File: src/rtl/instr_fetch.sv
// Fetch stage: owns the fetch PC, keeps one imem request in flight, buffers {pc, instr} for decode.
// Latency: a response in cycle N is visible at the buffer head in cycle N+1.
// Backpressure: requests stop while the buffer is full; fetch_pc holds until decode pops.
module instr_fetch #(
    parameter logic [31:0] RESET_PC   = 32'h0000_0000,
    parameter int          FIFO_DEPTH = 2
) (
    input  logic        clk,
    input  logic        rst,
    input  logic        redirect_valid_i,
    input  logic [31:0] redirect_pc_i,
    output logic        imem_req_valid_o,
    output logic [31:0] imem_req_addr_o,
    input  logic        imem_req_ready_i,
    input  logic        imem_rsp_valid_i,
    input  logic [31:0] imem_rsp_data_i,
    output logic        instr_valid_o,
    output logic [31:0] instr_o,
    output logic [31:0] instr_pc_o,
    input  logic        instr_ready_i,
    output logic [31:0] fetch_pc_o
);

    localparam int PW = $clog2(FIFO_DEPTH);
    localparam int CW = PW + 1;
    localparam logic [CW-1:0] DEPTH_C = CW'(FIFO_DEPTH);

    typedef enum logic [1:0] {
        S_REQ  = 2'd0,
        S_WAIT = 2'd1,
        S_DROP = 2'd2
    } state_t;

    state_t        state;
    state_t        state_nxt;
    logic [31:0]   fetch_pc;
    logic [31:0]   req_pc;
    logic [CW-1:0] count;
    logic [PW-1:0] rd_ptr;
    logic [PW-1:0] wr_ptr;
    logic [63:0]   mem [FIFO_DEPTH];
    logic [63:0]   head;
    logic          req_vld;
    logic          hs;
    logic          push;
    logic          pop;

    always_comb begin
        state_nxt = state;
        req_vld   = 1'b0;
        push      = 1'b0;
        case (state)
            S_REQ: begin
                req_vld = (count < DEPTH_C) && !rst;
                if (req_vld && imem_req_ready_i)
                    state_nxt = redirect_valid_i ? S_DROP : S_WAIT;
            end
            S_WAIT: begin
                if (imem_rsp_valid_i) begin
                    // A redirect in the same cycle turns the response into a discard.
                    push      = !redirect_valid_i;
                    state_nxt = S_REQ;
                end else if (redirect_valid_i) begin
                    state_nxt = S_DROP;
                end
            end
            S_DROP: begin
                if (imem_rsp_valid_i)
                    state_nxt = S_REQ;
            end
            default: state_nxt = S_REQ;
        endcase
    end

    assign hs            = req_vld && imem_req_ready_i;
    assign instr_valid_o = (count != '0);
    assign pop           = instr_valid_o && instr_ready_i;

    always_ff @(posedge clk) begin
        if (rst) begin
            state    <= S_REQ;
            fetch_pc <= RESET_PC;
            req_pc   <= RESET_PC;
            count    <= '0;
            rd_ptr   <= '0;
            wr_ptr   <= '0;
        end else begin
            state <= state_nxt;
            if (redirect_valid_i) begin
                fetch_pc <= redirect_pc_i & 32'hFFFF_FFFC;
                count    <= '0;
                rd_ptr   <= '0;
                wr_ptr   <= '0;
            end else begin
                if (hs) begin
                    req_pc   <= fetch_pc;
                    fetch_pc <= fetch_pc + 32'd4;
                end
                if (push)
                    wr_ptr <= wr_ptr + PW'(1);
                if (pop)
                    rd_ptr <= rd_ptr + PW'(1);
                case ({push, pop})
                    2'b10:   count <= count + CW'(1);
                    2'b01:   count <= count - CW'(1);
                    default: ;
                endcase
            end
        end
    end

    always_ff @(posedge clk) begin
        if (push)
            mem[wr_ptr] <= {req_pc, imem_rsp_data_i};
    end

    // Head is masked so an empty buffer presents zeros rather than stale entries.
    assign head             = mem[rd_ptr];
    assign instr_o          = instr_valid_o ? head[31:0]  : 32'd0;
    assign instr_pc_o       = instr_valid_o ? head[63:32] : 32'd0;
    assign imem_req_valid_o = req_vld;
    assign imem_req_addr_o  = fetch_pc;
    assign fetch_pc_o       = fetch_pc;

endmodule

File: config.mk
export PLATFORM = sky130hd
export DESIGN_NAME = instr_fetch
export DESIGN_NICKNAME = d
export VERILOG_FILES = /design/src/rtl/instr_fetch.sv
export SDC_FILE = /design/constraint.sdc
export NUM_CORES = 1
export LEC_CHECK = 0
export ABC_AREA = 1
export BUFFER_PORTS_ARGS = -buffer_cell sky130_fd_sc_hd__buf_2
export CAP_MARGIN = 20
export CORE_MARGIN = 2
export CORE_UTILIZATION = 35
export CTS_CLUSTER_DIAMETER = 80
export DETAILED_ROUTE_END_ITERATION = 16
export GPL_ROUTABILITY_DRIVEN = 0
export SETUP_SLACK_MARGIN = 0.02
export SYNTH_ARGS = -nofsm -noshare
export SYNTH_HDL_FRONTEND = slang
export SYNTH_SLANG_ARGS = --single-unit
export TNS_END_PERCENT = 100
File: constraint.sdc
create_clock -name clk -period 14.5 [get_ports clk]
set_input_delay 2.9 -clock clk [delete_from_list [all_inputs] [get_ports clk]]
set_output_delay 2.9 -clock clk [all_outputs]
set_load 0.02 [all_outputs]
==> key figures <==
Pwr
  • Power share of the combinational group: 0.066
  • Internal: 863 uW
  • Clock group share of total power: 0.411
  • Power share of the sequential group: 0.523
  • Switch Pwr: 288 uW
  • Worst ir drop on vdd: 0.0578 mV
  • PnR Total Power: 1150 uW
  • Lkg Pwr: 0.00400 uW
  • Switching share of total power: 0.250
  • Power per Cell Area: 116 nW/um2

Global route
  • Overall overflow remaining after global route: 0
  • Tot GR Track Use: 0.170
  • Number of antenna violations at the first check in global routing: 0
  • Pin count of the biggest net entering global routing: 64
  • Vias in the first global route: 5932
  • Global-route wire length before repair: 32.3 mm

Critical path
  • CP max stage cell: sky130_fd_sc_hd__buf_2
  • Nature of the critical path startpoint: input pin
  • Most prevalent standard cell on the critical path: sky130_fd_sc_hd__buf_2
  • Critical path capture point type: output pin
  • Largest fanout on the critical path: 27
  • Buffer and inverter count on the worst path: 2
  • Capture instance of the worst register-to-register path: count[1]$_SDFFE_PP0P_
  • Worst flop-to-flop path startpoint: count[1]$_SDFFE_PP0P_
  • Worst setup path category: in -> out
  • Reg-to-reg setup timing slack: 12290 ps
  • Worst path cell trace: buf_2 -> nor3_1 -> buf_2
  • Crit path required time: 11600 ps
  • CP top delay family: buffers and inverters
  • Number of cells on the worst reg-to-reg path: 11
  • CP max stage delay: 520 ps
  • Data arrival time at the worst-slack endpoint: 3710 ps

Synth
  • Count of flip-flops with a built-in enable after synthesis: 124
  • Synth Register Bits: 191
  • Average footprint of a synthesized cell: 9.35 um2
  • Post-synth top flop: sky130_fd_sc_hd__edfxtp_1
  • Number of warnings reported in the yosys synthesis log: 0
  • Yosys cell types: 38
  • Sequential-to-total area share from yosys stat: 0.605
  • Mapped Cells: 896
  • Post-synthesis instance area: 8370 um2
  • FFs w/ async S/R, synth: 0

Routing
  • Count of nets left with antenna violations after detail routing: 0
  • First DRT Iteration DRCs: 389
  • Average detailed-routed wire length per instance: 15.7 um
  • Routed via count: 6609
  • Count of TritonRoute iterations in the first routing pass: 5
  • Vias per Instance: 4.82
  • Remaining routing DRC violations: 0
  • Total length of routed wires: 21.5 mm

Timing
  • Pin slew with the least headroom to its limit: 878 ps
  • Final clock period utilization by the worst path: 0.456
  • Setup repair after global routing missed its margin: false
  • Hold Violations, Final: 0
  • Tmin final: 6610 ps
  • Highest attainable clock frequency: 151 MHz
  • Total setup violations reported at the end of the flow: 0
  • Summed negative setup slack over all endpoints: 0 ps
  • Final slew viol count: 0
  • Normalized max-slew margin: 0.414
  • Worst clock skew on the final layout: 9.82 ps
  • Worst setup slack after layout: 7890 ps

Placement
  • # port buffers: 191
  • HPWL after DPL: 13.8 mm
  • Pre-CTS worst setup slack: 7880 ps

Finish
  • Area of the multi-input gates: 2700 um2
  • Layout Area Growth over Synthesis: 18.7%
  • Fraction of layout cells with a size suffix above 1: 0.244
  • Filler cells: 2322
  • Footprint of the flip-flops and latches: 5070 um2
  • Antenna diode count: 0
  • # nets final: 1110

Floorplan
  • Initial core utilization: 0.357
  • Die Area: 25200 um2
  • Site row count: 56
  • Number of top-level pins: 200
  • Die extent in y: 159 um
  • Die Wd: 159 um
  • Floorplan core area: 23500 um2

Clock tree
  • Total setup buffers inserted after CTS: 0
  • CTS Root Buffer Type: sky130_fd_sc_hd__clkbuf_16
  • Hold buffer count at cts: 0
  • TritonCTS clock tree: done
  • CTS buffer count: 17
  • Clock Path Buffers: 2
  • Clk slew on worst S/H paths: 70 ps
  • Number of H-tree levels: 4
  • Clock network latency to the later pin of the worst-skew pair: 430 ps
  • Cts repair resizes: 0
  • Clock Sinks: 191

Flow run
  • MaxCap Viol Count: 0

Hold path
  • Worst Hold Path Cells: 0
  • Min-Delay Startpoint: req_pc[11]$_SDFFE_PP0P_
  • Hold EP: mem[1][43]$_DFFE_PP_
  • Hold/Removal Path Class: reg -> reg

Status
  • Outcome: complete, no violations
-- worst max path at each step --
stage,start,to,slack (ps),cells after the start
5_1_grt,rst,imem_req_valid_o,7830,3
3_3_place_gp,rst,imem_req_valid_o,7880,3
4_1_cts,rst,imem_req_valid_o,7880,3
2_1_floorplan,rst,imem_req_valid_o,7870,3
3_5_place_dp,rst,imem_req_valid_o,7880,3
6_report,rst,imem_req_valid_o,7890,3
-- power by group through the flow --
stage	clock network, uW	logic [uW]	registers (uW)
floorplan	0	49.9	616
global placement	0	74.6	614
detailed placement	0	75.4	615
CTS	486	75.7	602
global route	509	82.8	604
finish	473	75.4	602
-- per-stage QoR --
| step | cell area, um2 | instances | hold WS (ps) | utilization |
|---|---|---|---|---|
| after floorplan | 8390 | 901 | 420 | - |
| after global placement | 9330 | 1338 | 432 | 0.397 |
| after detailed placement | 9330 | 1338 | 434 | 0.397 |
| after CTS | 9940 | 1370 | 447 | 0.423 |
| after global routing | 9940 | 1370 | 477 | 0.423 |
| final | 9940 | 1370 | 449 | 0.423 |
-- logic make-up after synthesis --
group,count (synthesis),synth area share
buf+inv,121,0.0775
fa+ha+maj,2,0.00299
other cells,1,0.000448
flops,191,0.605
compound gates,148,0.0923
simple gates,433,0.222
-- synthesized netlist by cell type (6+ instances only) --
cell type / count / area (um2)
sky130_fd_sc_hd__a21oi_1: 93 / 465
sky130_fd_sc_hd__buf_4: 38 / 285
sky130_fd_sc_hd__dfxtp_1: 67 / 1340
sky130_fd_sc_hd__a31oi_1: 6 / 37.5
sky130_fd_sc_hd__edfxtp_1: 124 / 3720
sky130_fd_sc_hd__nand3_1: 46 / 230
sky130_fd_sc_hd__nand4_1: 9 / 56.3
sky130_fd_sc_hd__clkbuf_1: 27 / 101
sky130_fd_sc_hd__inv_1: 36 / 135
sky130_fd_sc_hd__nor2_1: 81 / 304
sky130_fd_sc_hd__nand2_1: 262 / 983
sky130_fd_sc_hd__o21ai_0: 37 / 185
sky130_fd_sc_hd__nor3_1: 12 / 60.1
sky130_fd_sc_hd__buf_2: 6 / 30.0
sky130_fd_sc_hd__nor2_4: 6 / 67.6
-- per-layer routing --
metal | global-route usage | up-vias | share of wire
met4 | 0.0489 | 0 | 0.013
met3 | 0.0376 | 19 | 0.067
met5 | 0 | - | 0
met2 | 0.274 | 232 | 0.45
li1 | - | 3271 | -
met1 | 0.229 | 3087 | 0.47
-- flip-flops by register name (all words and copies together) (netlist names), named ones only --
name        count
fetch_pc_o     30
state           2
req_pc         30
count           2
mem           124
wr_ptr          1
rd_ptr          1
-- placed cells by master (no fill, tap or decap), types with 2 or more instances in the layout --
master,netlist,routed
sky130_fd_sc_hd__a21oi_1,93,93
sky130_fd_sc_hd__nand3_1,46,46
sky130_fd_sc_hd__and2_1,2,2
sky130_fd_sc_hd__inv_6,1,6
sky130_fd_sc_hd__nor2_2,3,2
sky130_fd_sc_hd__buf_4,38,5
sky130_fd_sc_hd__clkbuf_16,0,19
sky130_fd_sc_hd__edfxtp_1,124,124
sky130_fd_sc_hd__conb_1,1,6
sky130_fd_sc_hd__clkinv_8,0,3
sky130_fd_sc_hd__ha_1,2,2
sky130_fd_sc_hd__dfxtp_1,67,66
sky130_fd_sc_hd__inv_1,36,36
sky130_fd_sc_hd__nand3b_1,3,3
sky130_fd_sc_hd__inv_2,5,5
sky130_fd_sc_hd__o211ai_1,5,5
sky130_fd_sc_hd__o21ai_0,37,37
sky130_fd_sc_hd__nand2_2,3,3
sky130_fd_sc_hd__inv_8,0,2
sky130_fd_sc_hd__buf_2,6,191
sky130_fd_sc_hd__nand4_1,9,9
sky130_fd_sc_hd__inv_4,1,2
sky130_fd_sc_hd__nor3_1,12,12
sky130_fd_sc_hd__nor2_4,6,9
sky130_fd_sc_hd__o21ai_1,3,3
sky130_fd_sc_hd__nor2_1,81,79
sky130_fd_sc_hd__a31oi_1,6,6
sky130_fd_sc_hd__nand2_1,262,262
-- area by class of cell --
type	instances	area share
multi-input combinational	589	0.272
clock inverter	13	0.0136
timing repair buffer	196	0.100
inverter	43	0.0170
clock buffer	19	0.0478
tap	319	0.0402
sequential	191	0.510
No activity file was read; power rests on OpenSTA's default activity.
